$ cat src/rtl/fpu_issue_ctrl.sv
// fpu_issue_ctrl
//   Runs one FPU operation per request through the single shared FPU input
//   mux. Operand A and then operand B are fetched by driving the mux select
//   and data inputs one after the other. The operation goes to the FPU core
//   with a valid/ready handshake. The controller then waits for the done
//   pulse and returns the result with a valid/ready handshake.
//
// Ports
//   clk, rst_n            clock (rising edge), asynchronous active-low reset
//   req_*                 request channel: opcode, unary flag, operand source
//                         codes, general-register and XMM data for A and B
//   mux_src/_rs_data/_xs_data  drive the shared input mux; mux_data is its
//                         combinational output
//   fpu_valid/ready/op/a/b     issue channel to the Q15 FPU core
//   fpu_done/fpu_result   one-cycle completion pulse and result from the core
//   resp_valid/ready/data/err  response channel; err flags an illegal source
//                         code or a completion timeout
module fpu_issue_ctrl #(
  parameter int WAIT_TIMEOUT = 255,
  parameter int OP_W         = 4
) (
  input  logic            clk,
  input  logic            rst_n,
  input  logic            req_valid,
  output logic            req_ready,
  input  logic [OP_W-1:0] req_op,
  input  logic            req_unary,
  input  logic [2:0]      req_a_src,
  input  logic [2:0]      req_b_src,
  input  logic [31:0]     req_rs1,
  input  logic [31:0]     req_rs2,
  input  logic [63:0]     req_xs1,
  input  logic [63:0]     req_xs2,
  output logic [2:0]      mux_src,
  output logic [31:0]     mux_rs_data,
  output logic [63:0]     mux_xs_data,
  input  logic [63:0]     mux_data,
  output logic            fpu_valid,
  input  logic            fpu_ready,
  output logic [OP_W-1:0] fpu_op,
  output logic [63:0]     fpu_a,
  output logic [63:0]     fpu_b,
  input  logic            fpu_done,
  input  logic [63:0]     fpu_result,
  output logic            resp_valid,
  input  logic            resp_ready,
  output logic [63:0]     resp_data,
  output logic            resp_err
);

  localparam int         CNT_W   = $clog2(WAIT_TIMEOUT + 1);
  localparam logic [2:0] SRC_MAX = 3'b101;

  typedef enum logic [2:0] {
    S_IDLE,
    S_SEL_A,
    S_SEL_B,
    S_ISSUE,
    S_WAIT,
    S_RESP
  } state_t;

  state_t state;

  // Request fields still needed after the accept cycle. The A-side fields go
  // straight into the mux output registers on accept, so only B is held here.
  logic [OP_W-1:0] op_q;
  logic            unary_q;
  logic [2:0]      b_src_q;
  logic [31:0]     rs2_q;
  logic [63:0]     xs2_q;

  logic [CNT_W-1:0] wait_cnt;
  logic [CNT_W-1:0] wait_cnt_nxt;
  logic             timeout_hit;
  logic             req_fire;
  logic             req_illegal;

  // The counter holds at all-ones so that it never wraps back below the limit.
  function automatic logic [CNT_W-1:0] sat_inc(input logic [CNT_W-1:0] v);
    if (v == {CNT_W{1'b1}}) begin
      return v;
    end
    return v + CNT_W'(1);
  endfunction

  assign req_fire     = req_valid && req_ready;
  // The B source code does not matter for unary ops, because B is forced to 0.
  assign req_illegal  = (req_a_src > SRC_MAX) || (!req_unary && (req_b_src > SRC_MAX));
  assign wait_cnt_nxt = sat_inc(wait_cnt);
  assign timeout_hit  = (wait_cnt_nxt == CNT_W'(WAIT_TIMEOUT));

  // All outputs are registered. The mux drive is loaded one cycle ahead, so it
  // is already valid during SEL_A and SEL_B, and mux_data is captured at the
  // end of each of those cycles.
  always_ff @(posedge clk or negedge rst_n) begin
    if (!rst_n) begin
      state       <= S_IDLE;
      req_ready   <= 1'b1;
      op_q        <= '0;
      unary_q     <= 1'b0;
      b_src_q     <= '0;
      rs2_q       <= '0;
      xs2_q       <= '0;
      wait_cnt    <= '0;
      mux_src     <= '0;
      mux_rs_data <= '0;
      mux_xs_data <= '0;
      fpu_valid   <= 1'b0;
      fpu_op      <= '0;
      fpu_a       <= '0;
      fpu_b       <= '0;
      resp_valid  <= 1'b0;
      resp_data   <= '0;
      resp_err    <= 1'b0;
    end else begin
      case (state)
        S_IDLE: begin
          if (req_fire) begin
            op_q      <= req_op;
            unary_q   <= req_unary;
            b_src_q   <= req_b_src;
            rs2_q     <= req_rs2;
            xs2_q     <= req_xs2;
            req_ready <= 1'b0;
            if (req_illegal) begin
              resp_valid <= 1'b1;
              resp_err   <= 1'b1;
              resp_data  <= '0;
              state      <= S_RESP;
            end else begin
              mux_src     <= req_a_src;
              mux_rs_data <= req_rs1;
              mux_xs_data <= req_xs1;
              state       <= S_SEL_A;
            end
          end
        end

        S_SEL_A: begin
          fpu_a <= mux_data;
          if (unary_q) begin
            fpu_b       <= '0;
            mux_src     <= '0;
            mux_rs_data <= '0;
            mux_xs_data <= '0;
            fpu_op      <= op_q;
            fpu_valid   <= 1'b1;
            state       <= S_ISSUE;
          end else begin
            mux_src     <= b_src_q;
            mux_rs_data <= rs2_q;
            mux_xs_data <= xs2_q;
            state       <= S_SEL_B;
          end
        end

        S_SEL_B: begin
          fpu_b       <= mux_data;
          mux_src     <= '0;
          mux_rs_data <= '0;
          mux_xs_data <= '0;
          fpu_op      <= op_q;
          fpu_valid   <= 1'b1;
          state       <= S_ISSUE;
        end

        S_ISSUE: begin
          // Operands and opcode are only loaded on entry to ISSUE, so they stay
          // stable for as long as the FPU holds off ready.
          if (fpu_ready) begin
            fpu_valid <= 1'b0;
            wait_cnt  <= '0;
            state     <= S_WAIT;
          end
        end

        S_WAIT: begin
          // A completion beats a timeout that falls in the same cycle.
          if (fpu_done) begin
            resp_data  <= fpu_result;
            resp_err   <= 1'b0;
            resp_valid <= 1'b1;
            state      <= S_RESP;
          end else begin
            wait_cnt <= wait_cnt_nxt;
            if (timeout_hit) begin
              resp_data  <= '0;
              resp_err   <= 1'b1;
              resp_valid <= 1'b1;
              state      <= S_RESP;
            end
          end
        end

        S_RESP: begin
          if (resp_ready) begin
            resp_valid <= 1'b0;
            req_ready  <= 1'b1;
            state      <= S_IDLE;
          end
        end

        default: begin
          state      <= S_IDLE;
          req_ready  <= 1'b1;
          fpu_valid  <= 1'b0;
          resp_valid <= 1'b0;
        end
      endcase
    end
  end

endmodule

$ cat config.mk
export PLATFORM = sky130hd
export DESIGN_NAME = fpu_issue_ctrl
export DESIGN_NICKNAME = d
export VERILOG_FILES = /design/src/rtl/fpu_issue_ctrl.sv
export SDC_FILE = /design/constraint.sdc
export NUM_CORES = 1
export LEC_CHECK = 0
export ABC_AREA = 0
export CELL_PAD_IN_SITES_DETAIL_PLACEMENT = 0
export CELL_PAD_IN_SITES_GLOBAL_PLACEMENT = 2
export CORE_UTILIZATION = 25
export DETAILED_ROUTE_END_ITERATION = 7
export GPL_ROUTABILITY_DRIVEN = 0
export HOLD_SLACK_MARGIN = 0.05
export PLACE_DENSITY_LB_ADDON = 0.1
export SLEW_MARGIN = 20
export SYNTH_ARGS = -nofsm -noshare
export SYNTH_HDL_FRONTEND = slang
export SYNTH_SLANG_ARGS = --single-unit
$ cat constraint.sdc
create_clock -name clk -period 2.3 [get_ports clk]
set_input_delay 0.46 -clock clk [delete_from_list [all_inputs] [get_ports clk]]
set_output_delay 0.46 -clock clk [all_outputs]
set_load 0.03 [all_outputs]
==> run_results.csv, run 1 <==
group,metric,value,unit
sta,final-max-slew-violation-count,0,
setup_path,worstReg2RegStart,"wait_cnt[0]$_DFFE_PN0P_",
placement,place.detailed.hpwl,44600,um
sta,clock.fmax,449,MHz
floorplan,die_area,67300,um^2
power_and_ir_drop,power.density,1610,nW/um^2
setup_path,crit_path_max_incr_delay,0.80,ns
setup_path,crit_path_capture,"fpu_b[24]",
routing,drt-pass1-iter-count,4,
grt,global_route_overflow,0,
final_layout,layout.filler_cells,6224,
clock_tree,clk_path_buf_depth,3,
floorplan,chipHeight,259,um
setup_path,cp_top_family,"buffers and inverters",
routing,drt_iter0_markers,571,
setup_path,reg2reg_setup_slack,0.13,ns
logic_synthesis,synthDominantCellAreaShare,62.4,%
floorplan,std_cell_rows,93,
logic_synthesis,muxShareOfSynthArea,11.9,%
logic_synthesis,dominantRegCellSynth,"sky130_fd_sc_hd__dfrtp_1",
setup_path,slowest_stage_cell_on_the_critical_path,"sky130_fd_sc_hd__clkdlybuf4s50_1",
logic_synthesis,synth_adder_area_share,0.0755,%
setup_path,cp_max_fo,2,
clock_tree,numCtsBuffers,51,
logic_synthesis,synth_area_leader_cell,"sky130_fd_sc_hd__dfrtp_1",
clock_tree,cts.repair_timing.setup_buffer_count,0,
setup_path,regToRegEndpoint,"resp_data[22]$_DFFE_PN0P_",
setup_path,timing.critical_path.required,1.84,ns
job,max-cap-violations,0,
routing,detailed_route_wl,62600,um
sta,worst_pin_slew,0.492,ns
setup_path,worstRegToRegCells,7,
setup_path,timing.critical_path.from_type,"register",
routing,drt-vias-per-instance,4.57,
logic_synthesis,synthCells,1271,
clock_tree,clk_pin_slew,0.06,ns
grt,grt_antenna_before_repair,10,
floorplan,initial_utilization,25.5,%
sta,finalSetupViolCount,0,
routing,remaining_antenna_violation_count_after_routing,0,
final_layout,finish.net_count,2251,
clock_tree,cts_tree,"built",
routing,routed-via-count,12800,
final_layout,utilization,40.0,%
setup_path,startpoint,"fpu_b[24]$_DFFE_PN0P_",
sta,final_period_minus_worst_setup_slack,2.23,ns
sta,finClkSkew,0.0249,ns
clock_tree,clk-insertion-delay-late,0.60,ns
setup_path,arrival,1.77,ns
setup_path,critical_path_depth,1,
logic_synthesis,yosys-top-cells-count,"sky130_fd_sc_hd__dfrtp_1, sky130_fd_sc_hd__mux2_2, sky130_fd_sc_hd__nand2_1",
logic_synthesis,yosys_warnings,0,
sta,max_slew_margin,67.1,%
power_and_ir_drop,max-vdd-ir-drop,0.821,mV
floorplan,die_width,259,um
logic_synthesis,synthesis.area,16600,um^2
grt,globalRouteTotalUtil,18.2,%
logic_synthesis,sequential_area_share_after_synthesis,62.6,%
setup_path,crit_path_end_kind,"output pin",
logic_synthesis,postSynth.asyncResetShare,100,%
routing,avgRoutedWirePerCell,22.3,um
sta,final_period_util,96.9,%
setup_path,crit_chain,"clkdlybuf4s50_1",
routing,drt_drc_violations_left,0,
logic_synthesis,synth-edff-count,0,
grt,first_global_vias,13700,
logic_synthesis,synth.avg_cell_area,13.0,um^2
sta,grt_setup_unrepaired,"false",
placement,placement.io_buffers,635,
outcome,outcome,"completed",
clock_tree,htreeDepth,2,
setup_path,critical_setup_path_kind,"reg2out",
floorplan,coreArea,64900,um^2
power_and_ir_drop,power_leakage,11.0,nW
min_path,timing.hold.worst.class,"in2async",
final_layout,final_layout_size_suffix_gt1_share,16.4,%
logic_synthesis,synth_compound_area_share,16.4,%
logic_synthesis,synth_cell_type_count,48,
logic_synthesis,synth.area.top_cells,"sky130_fd_sc_hd__dfrtp_1, sky130_fd_sc_hd__mux2_2, sky130_fd_sc_hd__a22oi_1",
logic_synthesis,combinational_family_with_the_most_area_after_synthesis,"compound AO/OA/AOI/OAI gates",
logic_synthesis,post_synth_and_or_nand_nor_area_fraction,6.21,%
floorplan,io_pins,636,
logic_synthesis,yosysMostFrequentCell,"sky130_fd_sc_hd__dfrtp_1",
logic_synthesis,synth-xor-area-share,0.0529,%
grt,largest_net_degree_at_the_start_of_global_routing,69,
clock_tree,number_of_sinks_on_the_clock_net,414,
logic_synthesis,synth-seq-cells,414,
sta,timing.final.hold_violations,0,
grt,grt_pass1_wl,92300,um
sta,setup_tns,0,ns
final_layout,area_growth_syn_to_layout,57.0,%
clock_tree,root_cell_of_the_clock_tree,"sky130_fd_sc_hd__clkbuf_16",
logic_synthesis,synthesis.nets,1609,
setup_path,path_buf_inv,1,
power breakdown:
group | switching, mW | internal (mW) | total, mW
combinational | 11.8 | 9.24 | 21.1
clock | 3.22 | 4.85 | 8.06
sequential | 1.94 | 10.8 | 12.7
total | 17.0 | 24.9 | 41.8
worst min path at each step:
stage                             endpoint  slack, ns  cells past startpoint
3_3_place_gp          xs2_q[4]$_DFFE_PN0P_       0.40                      1
6_report        mux_rs_data[2]$_DFFE_PN0P_       0.38                      2
5_1_grt        mux_xs_data[14]$_DFFE_PN0P_       0.40                      2
3_5_place_dp   mux_xs_data[14]$_DFFE_PN0P_       0.41                      1
4_1_cts        mux_xs_data[14]$_DFFE_PN0P_       0.39                      2
2_1_floorplan       b_src_q[0]$_DFFE_PN0P_       0.16                      0
routing by layer:
| layer | track usage, % | vias to the layer above | wire length [um] |
|---|---|---|---|
| li1 | - | 5970 | - |
| met4 | 4.98 | 12 | 1310 |
| met3 | 6.90 | 86 | 5500 |
| met5 | 0 | - | 87 |
| met1 | 22.3 | 6359 | 25600 |
| met2 | 29.8 | 403 | 30100 |
kinds of logic after synthesis:
kind of cell,count (synthesis)
AOI/OAI and AO/OA,364
xor gates and xnor gates,1
adders and majority gates,1
buffers and inverters,107
DFF,414
muxes,175
and+or+nand+nor,209
area by class of cell:
type	count	area, um^2	share of cell area [%]
clock buffer	82	1560	6.01
timing repair buffer	691	7100	27.3
inverter	5	18.8	0.0722
multi-input combinational	750	5770	22.2
clock inverter	9	113	0.433
tap	855	1070	4.11
antenna	4	10.0	0.0385
sequential	414	10400	39.8
cell usage in the layout (no fill, tap or decap), types with 25 or more instances in the layout:
master,synthesis,routed
sky130_fd_sc_hd__a221o_1,64,64
sky130_fd_sc_hd__a22o_1,65,65
sky130_fd_sc_hd__a22oi_1,99,99
sky130_fd_sc_hd__buf_12,0,25
sky130_fd_sc_hd__buf_4,2,29
sky130_fd_sc_hd__clkbuf_16,0,52
sky130_fd_sc_hd__clkdlybuf4s50_1,0,633
sky130_fd_sc_hd__dfrtp_1,413,413
sky130_fd_sc_hd__mux2_2,173,173
sky130_fd_sc_hd__nand2_1,110,109
sky130_fd_sc_hd__nor2b_1,68,66
sky130_fd_sc_hd__o21ai_0,102,102
flip-flops by register name (all words and copies together) (netlist names), 3 cells and up:
| register | count |
|---|---|
| state | 3 |
| fpu_a | 64 |
| b_src_q | 3 |
| mux_rs_data | 32 |
| resp_data | 64 |
| wait_cnt | 8 |
| mux_src | 3 |
| op_q | 4 |
| rs2_q | 32 |
| fpu_b | 64 |
| mux_xs_data | 64 |
| xs2_q | 64 |
| fpu_op | 4 |
repair_timing:
| item | 4_1_cts | 5_1_grt |
|---|---|---|
| endpoints found under the setup margin | 1 | 1 |
| hold buffers | 1 | 0 |
| resized for setup | 1 | 1 |
| endpoints found under the hold margin | 27 | 0 |
per-stage QoR:
stage	area [um^2]	hold slack (ns)	power (mW)	worst slack, ns	instances
after CTS	26000	0.388	42.6	0.00423	2806
final	26000	0.385	41.8	0.0719	2810
after global routing	26000	0.399	44.4	0.00426	2808
after global placement	24300	0.402	34.1	0.0116	2714
after floorplan	16600	0.164	24.6	0.177	1271
after detailed placement	24300	0.410	34.2	0.0257	2714
Power figures use the tool's default switching activity.
==> run 2: changes to the inputs <==
--- a/config.mk
+++ b/config.mk
@@ -13,6 +13,7 @@
 export GPL_ROUTABILITY_DRIVEN = 0
 export HOLD_SLACK_MARGIN = 0.05
 export PLACE_DENSITY_LB_ADDON = 0.1
+export REMOVE_ABC_BUFFERS = 1
 export SLEW_MARGIN = 20
 export SYNTH_ARGS = -nofsm -noshare
 export SYNTH_HDL_FRONTEND = slang
==> run 2 against run 1 <==
Global-route usage is 0.053 points higher. Clock skew is 0.0022 ns higher. Setup slack worse by 0.0013 ns. First-iteration DRC count is 6.0% lower. Non-clock buffer count is 4 higher. Worst hold slack worse by 0.021 ns. Combinational power hardly changed. Wire length is 0.27% higher. Final cell count is 0.18% higher. Largest cell class unchanged.
==> run_results.csv, run 2 (synthesis results as in run 1) <==
group,metric,value,unit
placement,place.detailed.hpwl,44200,um
sta,worst_pin_slew,0.577,ns
setup_path,crit_path_capture,"resp_data[8]$_DFFE_PN0P_",
final_layout,final_layout_size_suffix_gt1_share,16.7,%
sta,final_period_minus_worst_setup_slack,2.23,ns
sta,setup_tns,0,ns
setup_path,worstRegToRegCells,7,
sta,finalSetupViolCount,0,
sta,finClkSkew,0.0271,ns
final_layout,finish.net_count,2254,
sta,final_period_util,96.9,%
grt,largest_net_degree_at_the_start_of_global_routing,71,
routing,remaining_antenna_violation_count_after_routing,0,
grt,grt_antenna_before_repair,16,
final_layout,final_cell_area,26100,um^2
setup_path,worstReg2RegStart,"wait_cnt[0]$_DFFE_PN0P_",
final_layout,multi_input_comb_area,5770,um^2
routing,detailed_route_wl,62800,um
floorplan,std_cell_rows,93,
setup_path,startpoint,"wait_cnt[0]$_DFFE_PN0P_",
clock_tree,root_cell_of_the_clock_tree,"sky130_fd_sc_hd__clkbuf_16",
routing,avgRoutedWirePerCell,22.3,um
setup_path,crit_path_end_kind,"register",
clock_tree,clk-insertion-delay-late,0.59,ns
final_layout,layout_commonest_cell,"sky130_fd_sc_hd__clkdlybuf4s50_1",
routing,drt-vias-per-instance,4.60,
job,max-cap-violations,0,
clock_tree,number_of_sinks_on_the_clock_net,414,
floorplan,die_area,67300,um^2
routing,drt_drc_violations_left,0,
floorplan,io_pins,636,
placement,placement.io_buffers,635,
final_layout,layout.filler_cells,6228,
floorplan,coreArea,64900,um^2
sta,clock.fmax,449,MHz
grt,grt_pass1_wl,92400,um
grt,globalRouteTotalUtil,18.3,%
clock_tree,cts_tree,"built",
clock_tree,clk_path_buf_depth,3,
placement,postPlaceCellArea,24300,um^2
clock_tree,htreeDepth,2,
clock_tree,numCtsBuffers,50,
final_layout,final-seq-area,10400,um^2
min_path,timing.hold.worst.class,"in2async",
power_and_ir_drop,max-vdd-ir-drop,0.888,mV
setup_path,timing.critical_path.required,2.77,ns
sta,final-max-slew-violation-count,0,
setup_path,cp_max_fo,67,
grt,first_global_vias,13800,
clock_tree,clk_pin_slew,0.06,ns
routing,drt_iter0_markers,537,
setup_path,regToRegEndpoint,"resp_data[8]$_DFFE_PN0P_",
outcome,outcome,"completed",
power_and_ir_drop,power_leakage,11.0,nW
routing,routed-via-count,13000,
setup_path,reg2reg_setup_slack,0.07,ns
setup_path,arrival,2.70,ns
sta,timing.final.hold_violations,0,
floorplan,chipHeight,259,um
grt,global_route_overflow,0,
final_layout,leading_cell_types_in_the_layout_fill_and_taps_excluded,"sky130_fd_sc_hd__clkdlybuf4s50_1, sky130_fd_sc_hd__dfrtp_1, sky130_fd_sc_hd__mux2_2",
setup_path,timing.critical_path.from_type,"register",
routing,drt-pass1-iter-count,4,
power_and_ir_drop,power.density,1620,nW/um^2
setup_path,critical_setup_path_kind,"reg2reg",
final_layout,area_growth_syn_to_layout,57.4,%
floorplan,die_width,259,um
floorplan,initial_utilization,25.5,%
sta,max_slew_margin,61.5,%
==> run 2: changes by cell type in the layout (fill, tap and decap cells not counted), sizes merged <==
cell,before,now
inv,5,6
clkdlybuf4s50,633,632
bufinv,2,6
diode,4,6
clkbuf,82,72
buf,56,60
dlymetal6s2s,0,1
clkinv,6,10
==> run 2: cell type report <==
class,count,area share (%)
inverter,5,0.0720
antenna,6,0.0576
sequential,414,39.7
clock buffer,72,5.58
multi-input combinational,750,22.1
clock inverter,18,1.03
timing repair buffer,695,27.3
tap,855,4.10
==> run 2: worst min-delay path by stage <==
stage                     cells after the start  slack (ns)                           to   from
final                                         2        0.36  mux_rs_data[15]$_DFFE_PN0P_  rst_n
after global placement                        1        0.40  mux_rs_data[15]$_DFFE_PN0P_  rst_n
after detailed placement                      1        0.40  mux_rs_data[15]$_DFFE_PN0P_  rst_n
after global routing                          2        0.39  mux_rs_data[15]$_DFFE_PN0P_  rst_n
after floorplan                               0        0.16       b_src_q[0]$_DFFE_PN0P_  rst_n
after CTS                                     2        0.35  mux_rs_data[15]$_DFFE_PN0P_  rst_n
==> run 2: power breakdown <==
part | switching, mW | leakage [nW] | internal (mW)
combinational | 11.9 | 5.01 | 9.29
clock | 3.26 | 0.847 | 5.06
sequential | 1.95 | 5.17 | 10.8
total | 17.1 | 11.0 | 25.1
==> run 2: critical path, cell delays in order, from the launching register on <==
cell and delay, ns:
sky130_fd_sc_hd__dfrtp_1 0.35, sky130_fd_sc_hd__ha_1 0.20, sky130_fd_sc_hd__nand4_1 0.16, sky130_fd_sc_hd__nor2_2 0.19, sky130_fd_sc_hd__a31oi_1 0.11, sky130_fd_sc_hd__o41a_2 0.47
sky130_fd_sc_hd__buf_12 0.20, sky130_fd_sc_hd__a221o_1 0.35
==> run 2: repair_timing <==
action | 4_1_cts | 5_1_grt
gates resized for setup | 1 | 1
endpoints found under the setup margin | 1 | 10
setup buffers | 0 | 1
hold endpoints to repair | 34 | 0
hold buffers | 1 | 0
pin swaps | 0 | 1
==> run 2: metal layers <==
layer | part of all wire (%) | GRT usage (%) | wire [um]
met2 | 49 | 30.6 | 30900
met1 | 39 | 21.6 | 24700
met5 | 0.22 | 0 | 135
met3 | 8.1 | 6.22 | 5090
met4 | 3.1 | 6.75 | 1970
==> run 2: per-stage QoR <==
step / setup WS [ns] / util (%) / hold WS [ns] / instances / power [mW]
floorplan: -5.22 / - / 0.164 / 1169 / 23.6
global placement: 0.0503 / 37.4 / 0.401 / 2717 / 34.1
detailed placement: 0.0384 / 37.4 / 0.404 / 2717 / 34.3
CTS: 0.0246 / 40.1 / 0.351 / 2808 / 43.0
global route: -0.00391 / 40.2 / 0.388 / 2815 / 44.7
finish: 0.0706 / 40.2 / 0.364 / 2815 / 42.2
